## src/rtl/alu_cmd_queue.sv

```systemverilog
// Command FIFO plus result register in front of the 4-bit ALU core.
// The head command drives the ALU combinationally; its result is captured when the output slot is free.
module alu_cmd_queue #(
  parameter int DEPTH = 4
) (
  input  logic                     clk,
  input  logic                     rst_n,
  input  logic                     in_valid,
  output logic                     in_ready,
  input  logic [2:0]               in_op,
  input  logic [3:0]               in_a,
  input  logic [3:0]               in_b,
  output logic [2:0]               alu_op,
  output logic [3:0]               alu_a,
  output logic [3:0]               alu_b,
  input  logic [3:0]               alu_r,
  input  logic                     alu_ovf,
  output logic                     out_valid,
  input  logic                     out_ready,
  output logic [3:0]               out_r,
  output logic                     out_ovf,
  output logic                     out_err,
  output logic [2:0]               out_op,
  output logic [$clog2(DEPTH):0]   level,
  output logic [7:0]               err_count
);

  localparam int AW = $clog2(DEPTH);
  localparam logic [AW:0] FULL_LEVEL = (AW+1)'(DEPTH);

  typedef struct packed {
    logic [2:0] op;
    logic [3:0] a;
    logic [3:0] b;
  } cmd_t;

  cmd_t          mem [DEPTH];
  cmd_t          head;
  logic [AW-1:0] wr_ptr;
  logic [AW-1:0] rd_ptr;
  logic          empty;
  logic          push;
  logic          cap;
  logic          head_illegal;
  logic          head_arith;
  logic [3:0]    cap_r;
  logic          cap_ovf;

  // in_ready depends only on registered level, never on out_ready.
  assign in_ready = (level != FULL_LEVEL);
  assign empty    = (level == '0);
  assign push     = in_valid && in_ready;
  assign cap      = !empty && (!out_valid || out_ready);

  assign head         = mem[rd_ptr];
  assign head_illegal = (head.op > 3'b100);
  assign head_arith   = (head.op[2:1] == 2'b00);

  always_comb begin
    alu_op = 3'b000;
    alu_a  = 4'h0;
    alu_b  = 4'h0;
    if (!empty) begin
      alu_op = head.op;
      alu_a  = head.a;
      alu_b  = head.b;
    end
  end

  // The ALU keeps a stale overflow flag on logic ops, so only arithmetic ops may pass it.
  always_comb begin
    cap_r   = head_illegal ? 4'h0 : alu_r;
    cap_ovf = head_arith ? alu_ovf : 1'b0;
  end

  always_ff @(posedge clk) begin
    if (push) begin
      mem[wr_ptr] <= '{op: in_op, a: in_a, b: in_b};
    end
  end

  always_ff @(posedge clk or negedge rst_n) begin
    if (!rst_n) begin
      wr_ptr <= '0;
      rd_ptr <= '0;
      level  <= '0;
    end else begin
      if (push) begin
        wr_ptr <= wr_ptr + AW'(1);
      end
      if (cap) begin
        rd_ptr <= rd_ptr + AW'(1);
      end
      case ({push, cap})
        2'b10:   level <= level + (AW+1)'(1);
        2'b01:   level <= level - (AW+1)'(1);
        default: level <= level;
      endcase
    end
  end

  always_ff @(posedge clk or negedge rst_n) begin
    if (!rst_n) begin
      out_valid <= 1'b0;
      out_r     <= 4'h0;
      out_ovf   <= 1'b0;
      out_err   <= 1'b0;
      out_op    <= 3'b000;
      err_count <= 8'h00;
    end else begin
      if (cap) begin
        out_valid <= 1'b1;
        out_r     <= cap_r;
        out_ovf   <= cap_ovf;
        out_err   <= head_illegal;
        out_op    <= head.op;
        if (head_illegal && (err_count != 8'hFF)) begin
          err_count <= err_count + 8'h01;
        end
      end else if (out_valid && out_ready) begin
        out_valid <= 1'b0;
      end
    end
  end

endmodule
```

## config.mk

```make
export PLATFORM = sky130hd
export DESIGN_NAME = alu_cmd_queue
export DESIGN_NICKNAME = d
export VERILOG_FILES = /design/src/rtl/alu_cmd_queue.sv
export SDC_FILE = /design/constraint.sdc
export NUM_CORES = 1
export LEC_CHECK = 0
export CAP_MARGIN = 0
export CORE_AREA = 2 2 76 78
export CTS_CLUSTER_SIZE = 14
export DETAILED_ROUTE_END_ITERATION = 10
export DIE_AREA = 0 0 78 80
export PLACE_DENSITY = 0.77
export SKIP_LAST_GASP = 1
export SLEW_MARGIN = 5
export SYNTH_ARGS = -nofsm -noshare
export SYNTH_HDL_FRONTEND = slang
export SYNTH_SLANG_ARGS = --single-unit
```

## constraint.sdc

```tcl
create_clock -name clk -period 5.8 [get_ports clk]
set_input_delay 1.16 -clock clk [delete_from_list [all_inputs] [get_ports clk]]
set_output_delay 1.16 -clock clk [all_outputs]
set_load 0.01 [all_outputs]
```

# ---- After elaboration in Yosys (flattened, before gate mapping)
# Memory sizes are Yosys's and may differ from the RTL's.
# Cells that the tools add are included.
dict set report word_totals {
  ff_bits 25
  ramBits 44
  word_cells 42
  memories 1
}
dict set report op_classes {
  addsub 5
  n_lt_le_gt_ge 1
  eq_ne 4
  mux 10
  n_reduce_logical 12
}
# name depth word_bits rd rd_clocked_by_memory_dff write_ports line_no
set memory_table {}
lappend memory_table {mem 4 11 1 0 1 37} ;# cmd_t mem [DEPTH];
# operator count
set op_table {}
lappend op_table {{$mux 4} 3}
lappend op_table {{$add 8x1->8 const B} 1}
lappend op_table {{$ne 8x8->1 const B} 1}
lappend op_table {{$pmux 3 s2} 1}
lappend op_table {{$mux 1} 5}
lappend op_table {{$add 2x1->2 const B} 2}
lappend op_table {{$logic_and 1x1->1} 4}
lappend op_table {{$reduce_bool 2->1} 2}
lappend op_table {{$add 3x1->3 const B} 1}
lappend op_table {{$gt 3x3->1 const B} 1}
lappend op_table {{$logic_not 3->1} 1}
lappend op_table {{$mux 3} 1}
lappend op_table {{$ne 3x3->1 const B} 1}
lappend op_table {{$sub 3x1->3 const B} 1}
lappend op_table {{$eq 2x1->1 const B} 1}
lappend op_table {{$eq 2x2->1 const B} 1}
lappend op_table {{$logic_not 1->1} 2}
lappend op_table {{$logic_not 2->1} 1}
lappend op_table {{$reduce_and 2->1} 1}
lappend op_table {{$logic_or 1x1->1} 1}

# ---- Longest topological paths before layout
# Gate-level depths: netlist of run 1.
dict set report depth {
  depth_word 5
  depth_mapped 10
  depth_no_buf 10
}

# ---- Least setup slack after synthesis of run 1
# Ideal clock, no wire load.
dict set report synth_timing {
  kind {input to register}
  from {input port out_ready}
  to {register level[2]}
  setup_time_ns 0.079
  arrival_time_ns 2.748
  slack_ns 2.972
  cell_stages 10
  path_buffers 1
  path_cell_list {nand2b_1 -> nand2_1 -> inv_1 -> clkbuf_1 -> ha_1 -> inv_1 -> fa_1 -> xor2_1 -> nor2_1 -> xor2_1}
}
dict set report synth_via {
  elab_chain_cells 4
}
# element line_no
set synth_rtl {}
lappend synth_rtl {{from (decl)} 19} ;# input logic out_ready,
lappend synth_rtl {{$logic_or 1x1->1 (*)} 53} ;# assign cap = !empty && (!out_valid || out_ready);
lappend synth_rtl {{$logic_and 1x1->1 (*)} 53}
lappend synth_rtl {{named net cap} 43} ;# logic cap;
lappend synth_rtl {{$eq 2x1->1 or $eq 2x2->1 (tied branches)} 94} ;# case ({push, cap})
lappend synth_rtl {{$pmux 3 s2 or $reduce_bool 2->1 (tied branches)} --}
lappend synth_rtl {{to (signal assigned)} 95} ;# 2'b10: level <= level + (AW+1)'(1);
lappend synth_rtl {{to (signal assigned)} 96} ;# 2'b01: level <= level - (AW+1)'(1);
lappend synth_rtl {{to (signal assigned)} 97} ;# default: level <= level;
lappend synth_rtl {{to (decl)} 24} ;# output logic [$clog2(DEPTH):0] level,
# The timed path passes the listed nets; every way through them passes the cells marked *.
# A chain may end at the register's enable or synchronous reset.

# ---- Worst setup path in the final report of run 1
dict set report layout_timing {
  from {register rd_ptr[0]}
  to {output port alu_op[1]}
}
dict set report layout_via {
  elab_chain_cells 2
}
# element line_no
set layout_rtl {}
lappend layout_rtl {{from (decl)} 40} ;# logic [AW-1:0] rd_ptr;
lappend layout_rtl {{from (signal assigned)} 92} ;# rd_ptr <= rd_ptr + AW'(1);
lappend layout_rtl {{$mem_v2 4x11} --}
lappend layout_rtl {{$mux 3} 63} ;# if (!empty) begin
lappend layout_rtl {{to (decl)} 13} ;# output logic [2:0] alu_op,
# Every way passes these cells.

==> reports/results.txt, run 1 <==
Max clock buf depth = 2
Post-synth EDFFs = 44
Number of global-route vias before repair = 1646
Total global routing overflow = 0
Fill cells = 383
WHS = 0.487 ns
CTS H-tree lvls = 3
Routed Antenna Nets = 0
DP HPWL = 3510 um
Post-route insts no fill = 318
Final hold vios = 0
Yosys synthesis warning count = 0
Synthesis-to-layout area growth = 28.9%
Post-route DRC = 0
CTS clock-pin slew for the worst setup and hold paths = 0.06 ns
Max Cap Viol = 0
Crit Path Class = reg2out
CP Capture Point = alu_op[1]
Setup bufs post-CTS = 0
Most frequent cells after synthesis = edfxtp_1, nand2_1, dfrtp_1, and2_1, mux4_2
Total CTS buffers = 9
IO Pins = 53
Core Rows = 27
Avg Vias per Cell = 5.10
Post-synthesis register bit count = 69
Multi-input combinational cell area = 867 sq um
Root Driver = clkbuf_8
CTS tree = done
Top cells by area, synth = edfxtp_1, dfrtp_1, mux4_2
Reg2reg setup slack = 2.99 ns
Worst-Skew Late Latency = 0.33 ns
CP Data Required Time = 4.64 ns
Final setup fails = 0
Clock sinks = 69
Fin. max-slew vios = 0
Post-synth net total = 209
Core box area = 5410 sq um
Average cell area after synthesis = 15.7 sq um
Via count = 1623
Post-synth ARST share = 36.2%
Antenna violations before repair = 0
Routed wire length per instance = 15.9 um
First-pass GRT wire length = 8190 um
Worst slew pin tran = 0.763 ns
Largest net degree at the start of global routing = 26
Max Clk Rate = 272 MHz
Inst Count DP = 302
CTS resizes = 0
Prevailing post-synth register cell = edfxtp_1
RD Place Congestion = 0.737
Die width = 78 um
Post-Syn Instances = 182
Nets = 268
Power Density = 534 nW/um^2
Final wirelength = 5060 um
CP Max Fanout = 13
Die area = 6240 sq um
Post-Syn Area = 2860 sq um
Share of the synthesized area in the top cell type = 46.2%
Register-to-Register Path Depth = 9
Hold Buf Count CTS = 0
Worst setup EP type = output port
Die Y = 80 um
Post-synthesis sequential area ratio = 68.0%
Ant diodes = 0
Setup Skew = 0.00702 ns
Min Tclk post-route = 3.68 ns
Arrival time of the worst setup path = 2.52 ns
Max_slew headroom = 48.7%
Synth cell types = 29
RR Endpoint = level[2]
CP Launch Type = flip-flop
Hold Path Class = reg2reg
Ratio of cells with drive above 1 in the final layout = 12.2%
DRT Pass-1 Iters = 4
Tot GR Track Use = 17.8%
Register Area = 1950 sq um
Period utilisation layout = 63.4%
Critical R2R Launch = level[2]
VDD IR max = 0.333 mV
Count leader, synth = edfxtp_1
Leakage power total = 1.42 nW
I/O Buffers = 52
Initial DRC Count = 148
Crit path from = rd_ptr[0]
Status = completed
Post-synth top area cell = edfxtp_1
RSZ-0062 raised after global routing = false
Initial Util = 52.9%
Setup TNS = 0 ns
[critical path, stage by stage (launching register included)]
cell and delay [ns]:
dfrtp_1 0.84, mux4_2 0.68, and2_1 0.20, clkdlybuf4s50_1 0.47
[area by class of cell]
class                   count  share of cell area [%]
multi-input cells         101                    23.5
well taps                  72                    2.44
clock buffers              11                    3.56
repair buffers             53                    14.3
flip-flops and latches     69                    52.8
clock inverters             5                    2.68
inverters                   7                   0.712
[how the worst min path moves through the flow]
stage / startpoint / to / slack (ns) / cells past startpoint
after floorplan: out_op[0] / out_op[0] / 0.51 / 2
after global placement: out_op[0] / out_op[0] / 0.48 / 2
after detailed placement: out_op[0] / out_op[0] / 0.47 / 2
after CTS: out_op[0] / out_op[0] / 0.49 / 2
after global routing: out_op[0] / out_op[0] / 0.51 / 2
final: out_op[2] / out_op[2] / 0.49 / 2
[cells in the final DEF (no fill, tap or decap), drive strengths merged, types with 2 or more instances in the layout]
cell and instances:
clkdlybuf4s50 52, edfxtp 44, nand2 26, dfrtp 25
and2 12, mux4 11, clkbuf 11, xor2 8
inv 7, ha 6, nand3 4, and3 4
nor3 4, xnor2 4, a21oi 4, nand2b 3
bufinv 3, mux2 3, nor4 2, nor2 2
clkinv 2
[flip-flops by register name (all words and copies together), names as in the netlist]
name / count
mem: 44
err_count: 8
out_r: 4
level: 3
out_op: 3
rd_ptr: 2
wr_ptr: 2
out_err: 1
out_ovf: 1
out_valid: 1
[report_power, final]
part           internal (mW)  switching, mW  leakage [nW]  total [mW]
Sequential             0.668          0.112         0.711       0.780
Clock                  0.284          0.165         0.115       0.449
Combinational          0.416          0.326         0.595       0.742
[metal layers]
| metal | vias to the layer above | wire length, um | track usage (%) |
|---|---|---|---|
| met2 | 49 | 2530 | 27.9 |
| met5 | - | 0 | 0 |
| met3 | 6 | 205 | 5.43 |
| met4 | 0 | 57 | 6.49 |
| li1 | 774 | - | - |
| met1 | 794 | 2270 | 23.7 |
[cell families (layout without fill, tap and decap cells)]
group,Yosys count,count (layout),synth area share [%]
AO/OA/AOI/OAI,7,7,2.23
XOR/XNOR,12,12,3.67
adder cells (fa/ha/maj),7,7,3.32
buffers and inverters,12,76,1.66
flip-flops,69,69,68.0
multiplexers,15,15,10.2
AND/OR/NAND/NOR,60,60,10.9
[per-stage QoR]
stage	total power [mW]	instance area (sq um)	util (%)	setup slack [ns]
final	1.97	3690	68.2	2.12
after global routing	2.09	3690	68.2	1.94
after CTS	1.99	3690	68.2	2.06
after detailed placement	1.54	3460	64.0	2.21
after global placement	1.53	3460	64.0	2.29
after floorplan	1.19	2860	-	2.97
No activity file was read; power rests on OpenSTA's default activity.
==> inputs of run 2 (changes only) <==
- CORE_AREA: 2 2 76 78 -> 2 2 82 84
- DIE_AREA: 0 0 78 80 -> 0 0 84 86
- PLACE_DENSITY: 0.77 -> 0.69
- clock period: 5.8 -> 3.2 ns (I/O delays scaled with it)
==> run 2 against run 1 <==
Effect of this change: setup slack lost 2.0 ns; worst hold slack worse by 0.0045 ns; flip-flop and latch count stayed put; critical path type unchanged; largest power group unchanged.
==> reports/results.txt, run 2 (same netlist as run 1, synthesis figures left out) <==
Status = completed
Crit Path Class = reg2out
Min Tclk post-route = 3.04 ns
Setup Skew = 0.00530 ns (-0.00172 ns)
Routed wire length per instance = 15.7 um (-1.5%)
Root Driver = clkbuf_8
DRT Pass-1 Iters = 4 (unchanged)
Register-to-Register Path Depth = 9 (unchanged)
Die area = 7220 sq um (+16%)
Max_slew headroom = 49.4% (+0.67 points)
Fin worst setup slack = 0.163 ns (-1.96 ns)
Inst Count DP = 310 (+2.6%)
RD Place Congestion = 0.787 (+6.8%)
Hold Buf Count CTS = 0 (unchanged)
Critical R2R Launch = level[2]
Slowest CP cell = dfrtp_1
Post-route DRC = 0 (unchanged)
Reg2reg setup slack = 0.95 ns (-2.04 ns)
Nets = 271 (+1.1%)
Clock sinks = 69 (unchanged)
Antenna violations before repair = 0 (unchanged)
Number of buffers and inverters on the critical path = 2 (+1)
Arrival time of the worst setup path = 2.40 ns (-0.12 ns)
Total CTS buffers = 9 (unchanged)
Dpl cell area = 3490 sq um (+0.83%)
Final wirelength = 5110 um (+0.97%)
Die width = 84 um (+7.7%)
Fin. max-slew vios = 0 (unchanged)
VDD IR max = 0.566 mV (+70%)
Tot GR Track Use = 15.3% (-2.5 points)
Slowest Stage Delay on Critical Path = 0.66 ns (-0.18 ns)
Max Clk Rate = 329 MHz
Routed Antenna Nets = 0 (unchanged)
Hold Path End = out_err
CTS clock-pin slew for the worst setup and hold paths = 0.07 ns (about the same)
Avg Vias per Cell = 5.05 (-1.1%)
Period utilisation layout = 94.9%
Total global routing overflow = 0 (unchanged)
CP Max Fanout = 9 (-4)
WHS Path Cells = 2 (unchanged)
Post-route insts no fill = 326 (+2.5%)
CP Launch Type = flip-flop
Max clock buf depth = 2 (unchanged)
Design Area, Final = 3690 sq um (+0.17%)
Critical path, cell by cell = buf_4, mux4_2, and2_1, clkdlybuf4s50_1
Reg with most FFs = mem
Via count = 1646 (+1.4%)
Hold Path Origin = out_err
Initial Util = 45.6% (-7.4 points)
Number of global-route vias before repair = 1602 (-2.7%)
Max reg flops = 44 (unchanged)
Hold Path Class = reg2reg
RR Endpoint = level[2]
Worst slew pin tran = 0.753 ns (-0.00992 ns)
Leakage power total = 1.42 nW (about the same)
Post-place setup slack = 0.486 ns (-1.73 ns)
Most common cell after layout, fill and taps aside = clkdlybuf4s50_1
Fill cells = 500 (+31%)
Setup bufs post-CTS = 0 (unchanged)
Ant diodes = 0 (unchanged)
RSZ-0062 raised after global routing = false
Core Rows = 29 (+7.4%)
Worst setup EP type = output port
Worst-Skew Late Latency = 0.33 ns (about the same)
CTS H-tree lvls = 3 (unchanged)
Core box area = 6280 sq um (+16%)
Largest net degree at the start of global routing = 26 (unchanged)
CTS resizes = 0 (unchanged)
Largest regs = mem x44, err_count x8, out_r x4
Max Cap Viol = 0 (unchanged)
DP HPWL = 3580 um (+2.1%)
Final setup fails = 0 (unchanged)
Power Density = 954 nW/um^2 (+79%)
Ratio of cells with drive above 1 in the final layout = 13.3% (+1.1 points)
Most frequent cells in the layout = clkdlybuf4s50_1, edfxtp_1, nand2_1, dfrtp_1, and2_1
First-pass GRT wire length = 8180 um (about the same)
Synthesis-to-layout area growth = 29.1%
Cell family with most CP delay = buffers and inverters
CP Data Required Time = 2.56 ns (-2.08 ns)
Initial DRC Count = 99 (-33%)
IO Pins = 53 (unchanged)
Setup TNS = 0 ns (unchanged)
Final hold vios = 0 (unchanged)
CTS tree = done
Die Y = 86 um (+7.5%)
I/O Buffers = 52 (unchanged)
Layout Utilization = 58.9% (-9.4 points)
run 2: cell count changes in the layout (fill, tap and decap cells not counted):
cell        previous run  this run
clkbuf_1               2         3
clkinv_1               1         0
clkinvlp_4             0         1
buf_4                  1         4
bufinv_16              3         2
run 2: per-stage QoR:
| step | hold WS [ns] | total power, mW |
|---|---|---|
| 3_5_place_dp | 0.471 | 2.82 |
| 4_1_cts | 0.487 | 3.57 |
| 5_1_grt | 0.506 | 3.73 |
| 2_1_floorplan | 0.344 | 2.16 |
| 3_3_place_gp | 0.462 | 2.79 |
| 6_report | 0.483 | 3.52 |
run 2: worst max-delay path by stage:
stage,start,end,slack [ns],cells after the start
after CTS,rd_ptr[0],alu_a[2],0.12,4
after floorplan,out_ready,level[2],0.89,10
after global placement,rd_ptr[0],alu_a[1],0.52,4
after global routing,rd_ptr[0],alu_a[2],0.05,4
after detailed placement,rd_ptr[0],alu_a[2],0.49,4
final,rd_ptr[0],alu_a[2],0.16,4
run 2: final cells by class:
type / count / area, sq um / share of cell area [%]
multi-input cells: 101 / 867 / 23.5
clock inverters: 4 / 72.6 / 1.96
clock buffers: 12 / 135 / 3.66
inverters: 7 / 26.3 / 0.711
repair buffers: 56 / 551 / 14.9
well taps: 77 / 96.3 / 2.61
flip-flops and latches: 69 / 1950 / 52.7
run 2: where the power goes:
group	total, mW	internal (mW)	switching [mW]
clock	0.743	0.439	0.304
sequential	1.40	1.21	0.187
combinational	1.38	0.773	0.610
run 2: per-layer routing:
metal | vias up | track usage, % | routed length [um]
li1 | 782 | - | -
met1 | 813 | 20.4 | 2230
met2 | 42 | 23.9 | 2610
met3 | 9 | 2.89 | 215
met4 | 0 | 8.36 | 50
met5 | - | 0 | 0
run 2: worst register-to-register path, stage by stage (launching register included):
cell     delay [ns]
dfrtp_1        0.42
or3_1          0.44
nand2_1        0.13
inv_1          0.12
ha_1           0.20
inv_1          0.06
fa_1           0.38
xor2_1         0.15
nor2_1         0.11
xor2_1         0.16
==> inputs of run 3 (changes only) <==
- CAP_MARGIN: 0 -> 30
- CORE_AREA: 2 2 82 84 -> 2 2 76 78
- DIE_AREA: 0 0 84 86 -> 0 0 78 80
- PLACE_DENSITY: 0.69 -> 0.77
- clock period: 3.2 -> 3.51 ns (I/O delays scaled with it)
==> run 3 against run 2 <==
Effect of this change: sequential share of layout area decreased by 0.35 points; setup slack improved by 0.43 ns; critical path depth unchanged; count of clock-buffer cells in the layout decreased by 3; non-clock buffer count decreased by 1; critical path type unchanged; largest power group is now combinational cells.
==> reports/results.txt, run 3 (same netlist as run 1, synthesis figures left out) <==
Core box area = 5410 sq um (-14%)
Period utilisation layout = 83.2%
Final wirelength = 5040 um (-1.3%)
RSZ-0062 raised after global routing = false
Post-route DRC = 0 (unchanged)
Max clock buf depth = 2 (unchanged)
DRT Pass-1 Iters = 4 (unchanged)
Nets = 270 (-0.37%)
Root Driver = clkbuf_8
Logic pwr share = 38.8% (-0.4 points)
Routed wire length per instance = 15.8 um (+0.56%)
Max_slew headroom = 49.1% (-0.26 points)
Largest regs = mem x44, err_count x8, out_r x4
Critical R2R Launch = level[2]
Reg with most FFs = mem
Hold Path Class = reg2reg
Final setup fails = 0 (unchanged)
Initial DRC Count = 76 (-23%)
Design Area, Final = 3720 sq um (+0.68%)
CTS clock-pin slew for the worst setup and hold paths = 0.08 ns (about the same)
Worst setup EP type = output port
Number of buffers and inverters on the critical path = 2 (unchanged)
Max Cap Viol = 0 (unchanged)
Die Y = 80 um (-7.0%)
Ratio of cells with drive above 1 in the final layout = 14.1% (+0.86 points)
Fin. max-slew vios = 0 (unchanged)
Clock sinks = 69 (unchanged)
Total CTS buffers = 9 (unchanged)
Hold Buf Count CTS = 0 (unchanged)
Hold Path Origin = out_err
Post-route insts no fill = 320 (-1.8%)
Synthesis-to-layout area growth = 30.0%
Max Clk Rate = 342 MHz
Most frequent cells in the layout = clkdlybuf4s50_1, edfxtp_1, nand2_1, dfrtp_1, and2_1
Flop pwr share = 37.9% (-1.8 points)
First-pass GRT wire length = 8280 um (+1.2%)
Via count = 1657 (+0.67%)
Setup TNS = 0 ns (unchanged)
Status = completed
Final hold vios = 0 (unchanged)
Hold Path End = out_err
Register-to-Register Path Depth = 9 (unchanged)
Worst slew pin tran = 0.757 ns (+0.00391 ns)
Grt met2 use = 29.3% (+5.4 points)
RD Place Congestion = 0.754 (-4.1%)
Tot GR Track Use = 17.8% (+2.6 points)
Switching Fraction = 31.0% (-0.22 points)
I/O Buffers = 52 (unchanged)
Initial Util = 52.9% (+7.4 points)
Ant diodes = 0 (unchanged)
Power Density = 889 nW/um^2 (-6.8%)
Core Rows = 27 (-6.9%)
Arrival time of the worst setup path = 2.22 ns (-0.18 ns)
Worst-Skew Late Latency = 0.33 ns (about the same)
Leakage power total = 1.43 nW (+0.75%)
CP Max Fanout = 13 (+4)
Internal power = 2.28 mW (-5.9%)
Layout Utilization = 68.8% (+10 points)
Largest net degree at the start of global routing = 26 (unchanged)
Antenna violations before repair = 0 (unchanged)
VDD IR max = 0.527 mV (-6.9%)
Setup Skew = 0.00648 ns (+0.00118 ns)
Psw = 1.03 mW (-6.9%)
Most common cell after layout, fill and taps aside = clkdlybuf4s50_1
Avg Vias per Cell = 5.18 (+2.6%)
Routed Antenna Nets = 0 (unchanged)
CTS tree = done
WHS Path Cells = 2 (unchanged)
Dpl cell area = 3470 sq um (-0.39%)
Crit Path Class = reg2out
Slowest CP cell = mux4_2
DP HPWL = 3560 um (-0.62%)
Cell family with most CP delay = buffers and inverters
Min Tclk post-route = 2.92 ns
Slowest Stage Delay on Critical Path = 0.63 ns (-0.03 ns)
RR Endpoint = level[2]
Met3 Use GR = 4.75% (+1.9 points)
CP Data Required Time = 2.81 ns (+0.25 ns)
CP Launch Type = flip-flop
Die width = 78 um (-7.1%)
CTS resizes = 0 (unchanged)
Reg2reg setup slack = 0.90 ns (-0.05 ns)
Critical path, cell by cell = buf_4, mux4_2, and2_1, clkdlybuf4s50_1
Setup bufs post-CTS = 0 (unchanged)
Die area = 6240 sq um (-14%)
Max reg flops = 44 (unchanged)
Number of global-route vias before repair = 1668 (+4.1%)
Total global routing overflow = 0 (unchanged)
Fill cells = 389 (-22%)
GRT busiest layer = met2
IO Pins = 53 (unchanged)
CTS H-tree lvls = 3 (unchanged)
M1 GR Usage = 23.4% (+3.0 points)
Clock network power share = 23.3% (+2.2 points)
Inst Count DP = 304 (-1.9%)
WHS = 0.492 ns (+0.00985 ns)
==> run 3: cell count changes in the layout (fill, tap and decap cells not counted) <==
cell / previous run / this run
clkbuf_1: 3 / 0
clkinv_4: 0 / 1
clkinvlp_4: 1 / 2
bufinv_16: 2 / 3
clkinv_2: 1 / 0
buf_4: 4 / 3
inv_6: 0 / 1
==> run 3: cell type report <==
class                   count  area [sq um]  share of cell area, %
repair buffers             55           543                   14.6
well taps                  72          90.1                   2.42
clock inverters             7           123                   3.30
multi-input cells         101           867                   23.3
clock buffers               9           124                   3.33
inverters                   7          26.3                  0.706
flip-flops and latches     69          1950                   52.3
==> run 3: power groups by stage <==
stage | Combinational, mW | Clock (mW) | Sequential [mW]
floorplan | 0.704 | 0 | 1.27
global placement | 1.27 | 0 | 1.26
detailed placement | 1.31 | 0 | 1.27
CTS | 1.31 | 0.788 | 1.26
global route | 1.41 | 0.816 | 1.28
finish | 1.28 | 0.771 | 1.25
==> run 3: worst min-delay path: stages, from the launching register on <==
cell,delay (ns)
dfrtp_1,0.36
nand2_1,0.05
nand2_1,0.05
==> run 3: layer usage <==
metal / part of all wire, % / up-vias
met5: 0 / -
met4: 0.97 / 0
met3: 4.2 / 4
met2: 52 / 43
met1: 43 / 827
li1: - / 783
==> run 3: through the flow <==
stage | worst slack (ns) | power [mW]
2_1_floorplan | 1.14 | 1.97
3_3_place_gp | 0.687 | 2.53
3_5_place_dp | 0.570 | 2.58
4_1_cts | 0.543 | 3.35
5_1_grt | 0.497 | 3.50
6_report | 0.589 | 3.31
==> run 3: worst max-delay path by stage <==
stage / startpoint / to / cells after the start
after global routing: rd_ptr[0] / alu_op[2] / 4
final: rd_ptr[0] / alu_op[2] / 4
after floorplan: out_ready / level[2] / 10
after detailed placement: out_ready / level[2] / 10
after CTS: rd_ptr[0] / alu_op[2] / 4
after global placement: out_ready / level[2] / 10
==> patch 1, RTL diff (config.mk and constraints of run 2) <==
The parameter `DEPTH` goes from 4 to 2.
--- a/src/rtl/alu_cmd_queue.sv
+++ b/src/rtl/alu_cmd_queue.sv
@@ -1,7 +1,7 @@
 // Command FIFO plus result register in front of the 4-bit ALU core.
 // The head command drives the ALU combinationally; its result is captured when the output slot is free.
 module alu_cmd_queue #(
-  parameter int DEPTH = 4
+  parameter int DEPTH = 2
 ) (
   input  logic                     clk,
   input  logic                     rst_n,
Ports: changed (resized level); port bits go from 53 to 52. The function was not compared with the original's and may differ.
==> patch 1 against run 2 <==
  * Sequential cell count decreased by 25
  * Wire length shrank 29%
  * Final cell count is 15% lower
  * Area after synthesis fell by 36%
  * Clock power fell by 44%
  * Total power shrank 32%
  * Design area shrank 31%
  * Setup slack improved by 0.27 ns
  * Critical path type unchanged
  * Critical endpoint is now alu_op[2]
  * Largest cell class unchanged
==> patch 1: results (changes against run 2) <==
outcome:
  status: "complete, no violations"
clock_tree:
  cts_root_buffer: "clkbuf_8"
  path_clk_slew_ns: 0.08
  htree_levels: 2  # -1
  cts_max_path_buffers: 2  # unchanged
  postCtsSetupBuffers: 0  # unchanged
  cts-resized-gates: 0  # unchanged
  cts_made_buffers: 5  # -4
  clkLatencyLatePin_ns: 0.29  # -0.04 ns
critical_path:
  crit_family: "flip-flops"
  max_stage_delay_ns: 0.83  # +0.17 ns
  cp_slowest_cell: "dfrtp_1"
  r2r-start: "rd_ptr$_DFFE_PN0P_"
  r2r_end: "err_count[6]$_DFFE_PN0P_"
  reg2reg_slack_ns: 1.19  # +0.24 ns
  cp_max_fo: 14  # +5
  reg2reg_depth: 4  # -5
  arrival_ns: 2.13  # -0.27 ns
yosys:
  ys_types: 31  # +6.9%
  yosys-top-cells-area: "edfxtp_1 36%, dfrtp_1 30%, mux2i_1 5.4%"
  synth.net_count: 165  # -21%
  synth_edf_count: 22  # -50%
  synth_seq_area_share_pct: 65.7  # -2.3 points
  async_reset_ff_share_pct: 50.0  # +14 points
  synth_common_cells: "22 x dfrtp_1, 22 x edfxtp_1, 16 x nand2_1, 16 x nor2_1, 10 x mux2i_1"
  synth_warnings: 0  # unchanged
finish:
  top_regs: "mem (22), err_count (8), out_r (4)"
  drive_above_1_share_pct: 7.50  # -5.8 points
  nets: 221  # -18%
  antenna_cells: 0  # unchanged
hold_path:
  hp-class: "reg2reg"
  worstHoldEndpoint: "out_op[0]$_DFFE_PN0P_"
  hp-start: "out_op[0]$_DFFE_PN0P_"
  min_path_cells: 2  # unchanged
sta:
  slew_viol_final: 0  # unchanged
  clock_skew_ns: 0.00844  # +0.00315 ns
  setup_viol: 0  # unchanged
  worst_slew_pin_slew_ns: 0.995  # +0.242 ns
global_route:
  grt_use_total_pct: 10.3  # -4.9 points
  antenna_found_initial: 0  # unchanged
  grt_pass1_vias: 1183  # -26%
  grt_max_degree: 23  # -12%
  grt_pass1_wl_mm: 5.77  # -30%
drt:
  firstDrtPassIters: 4  # unchanged
  dr.first_iter.drc_count: 57  # -42%
  num_vias: 1280  # -22%
  wl_mm: 3.65  # -29%
power_and_ir_drop:
  ir_drop_mv: 0.435  # -23%
  power_leakage_nw: 1.01  # -29%
placement:
  numPortBuffers: 51  # -1.9%
  pre_cts_ws_ns: 0.730  # +0.243 ns
  routabilityCongestion: 0.738  # -6.2%
  dp_hpwl_mm: 2.68  # -25%
[patch 1: how the worst max path moves through the flow]
stage	start	to	slack (ns)	depth (start not counted)
floorplan	level[0]$_DFFE_PN0P_	alu_a[0]	1.42	3
global placement	rd_ptr$_DFFE_PN0P_	alu_op[2]	0.78	3
detailed placement	rd_ptr$_DFFE_PN0P_	alu_op[2]	0.73	3
CTS	rd_ptr$_DFFE_PN0P_	alu_op[2]	0.38	3
global route	rd_ptr$_DFFE_PN0P_	alu_op[2]	0.30	3
finish	rd_ptr$_DFFE_PN0P_	alu_op[2]	0.43	3
[patch 1: area by class of cell]
cell class / instances / area (sq um)
fill: 612 / 3720
sequential: 44 / 1210
multi-input combinational: 92 / 599
timing repair buffer: 54 / 533
tap: 77 / 96.3
clock buffer: 5 / 68.8
clock inverter: 3 / 42.5
inverter: 2 / 7.51
[patch 1: kinds of logic after synthesis]
| group | synth area share [%] |
|---|---|
| AOI/OAI and AO/OA | 5.30 |
| xor gates and xnor gates | 4.28 |
| adders and majority gates | 1.36 |
| buffers and inverters | 1.77 |
| DFF | 65.7 |
| muxes | 7.60 |
| and+or+nand+nor | 14.0 |
[patch 1: per-layer routing]
layer  part of all wire, %  GRT usage [%]  vias to the layer above
li1                      -              -                      616
met1                    45           12.9                      616
met2                    48           16.9                       43
met3                   5.6           3.27                        5
met4                   1.3           3.96                        0
met5                     0              0                        -
[patch 1: worst register-to-register path, cell delays in order (launching register included)]
cell     delay, ns
dfrtp_1       0.83
mux2i_2       0.21
nor3_4        0.37
nand4_1       0.16
mux2_1        0.33
[patch 1: metrics by stage]
step	power (mW)	instance area, sq um	hold WS [ns]	std cells	utilization (%)
floorplan	1.48	1840	0.344	143	-
global placement	1.99	2450	0.467	269	39.0
detailed placement	2.00	2450	0.476	269	39.0
CTS	2.42	2560	0.495	277	40.8
global route	2.55	2560	0.509	277	40.8
finish	2.39	2560	0.488	277	40.8
[patch 1: power breakdown]
group	internal, mW	total (mW)	switching, mW	leakage (nW)
combinational	0.571	1.03	0.460	0.478
sequential	0.786	0.949	0.163	0.477
clock	0.231	0.413	0.182	0.0558
==> patch 2, RTL diff (settings of run 2) <==
Made on the original files. Reset style: synchronous (`rst_n`), changed in 2 clocked blocks.
--- a/src/rtl/alu_cmd_queue.sv
+++ b/src/rtl/alu_cmd_queue.sv
@@ -79,7 +79,7 @@
     end
   end
 
-  always_ff @(posedge clk or negedge rst_n) begin
+  always_ff @(posedge clk) begin
     if (!rst_n) begin
       wr_ptr <= '0;
       rd_ptr <= '0;
@@ -99,7 +99,7 @@
     end
   end
 
-  always_ff @(posedge clk or negedge rst_n) begin
+  always_ff @(posedge clk) begin
     if (!rst_n) begin
       out_valid <= 1'b0;
       out_r     <= 4'h0;
Formal check against the unedited RTL: differs if rst_n is asserted again (counterexample within 4 cycles, from zero or initial values and one cycle with rst_n low); with rst_n held inactive, the same outputs for 10 cycles.
==> patch 2 against run 2 <==
  * Sequential cell count up 2
  * Total power down 9.5%
  * Wire length up 6.7%
  * Fmax up 3.3%
  * Clock skew up 0.00074 ns
  * Combinational power down 19%
  * Global-route usage up 1.1 points
  * Area after synthesis up 1.7%
  * Setup slack better by 0.096 ns
  * Highest routed layer unchanged
  * Die area unchanged
  * Sequential share of layout area down 3.0 points
  * Largest cell class unchanged
  * Design area up 1.4%
==> patch 2: results (changes against run 2) <==
finish:
  drive_above_1_share_pct: 9.09  # -4.2 points
  nets: 297  # +9.6%
yosys:
  synth-xor-area-share_pct: 1.51  # -2.2 points
  synth_compound_area_share_pct: 6.28  # +4.0 points
  synth_common_cells: "44 x edfxtp_1, 27 x dfxtp_1, 23 x nand2_1, 18 x a21oi_1, 12 x and2_1"
  ys_types: 38  # +31%
  synth_seq_area_share_pct: 64.0  # -4.0 points
global_route:
  grt_max_degree: 22  # -15%
  grt_util_met3_pct: 3.56  # +0.67 points
  grt_use_total_pct: 16.3  # +1.1 points
  grt_pass1_vias: 1823  # +14%
  met2_usage_pct: 27.6  # +3.7 points
  grt_pass1_wl_mm: 8.94  # +9.2%
outcome:
  status: "complete, no violations"
power_and_ir_drop:
  sequentialPower_mw: 1.22  # -13%
  pg_comb_mw: 1.12  # -19%
  power_leakage_nw: 1.29  # -8.9%
  power.density_nw_per_um2: 851  # -11%
  p_sw_mw: 0.976  # -11%
  ir_drop_mv: 0.573  # +1.2%
critical_path:
  cp_max_fo: 7  # -2
  max_stage_delay_ns: 0.58  # -0.08 ns
drt:
  vias_per_cell: 5.20  # +3.0%
  dr.first_iter.drc_count: 84  # -15%
  wl_mm: 5.45  # +6.7%
  wl_per_cell_um: 15.5  # -1.2%
  met1_length_mm: 2.40  # +7.4%
hold_path:
  hp-start: "out_r[2]$_SDFFE_PN0P_"
placement:
  dpl_cell_area_sq_um: 3500  # +0.43%
  pre_cts_ws_ns: 0.254  # -0.232 ns
  dp_cells: 336  # +8.4%
patch 2: cell types whose count changed after synthesis, sizes merged, moves of 3 or more:
cell   change
a21oi     +14
dfrtp     -25
dfxtp     +27
inv        +3
mux2       -3
nand2      -3
nand3      +3
nor2       +9
nor3       -3
o21ai      +3
xor2       -5
patch 2: final cells by class:
class / count / area [sq um]
Clock buffer: 9 / 124
Clock inverter: 7 / 120
Timing Repair Buffer: 54 / 536
Tap cell: 77 / 96.3
Sequential cell: 71 / 1860
Inverter: 10 / 37.5
Multi-Input combinational cell: 124 / 971
Fill cell: 478 / 2530
patch 2: path summary, 6_finish.rpt:
path,to,slack [ns],depth (start not counted)
setup / recovery,alu_op[2],0.26,4
hold / removal,out_r[2]$_SDFFE_PN0P_,0.46,2
setup reg to reg,level[2]$_SDFFE_PN0P_,0.60,9
hold reg to reg,out_r[2]$_SDFFE_PN0P_,0.46,2
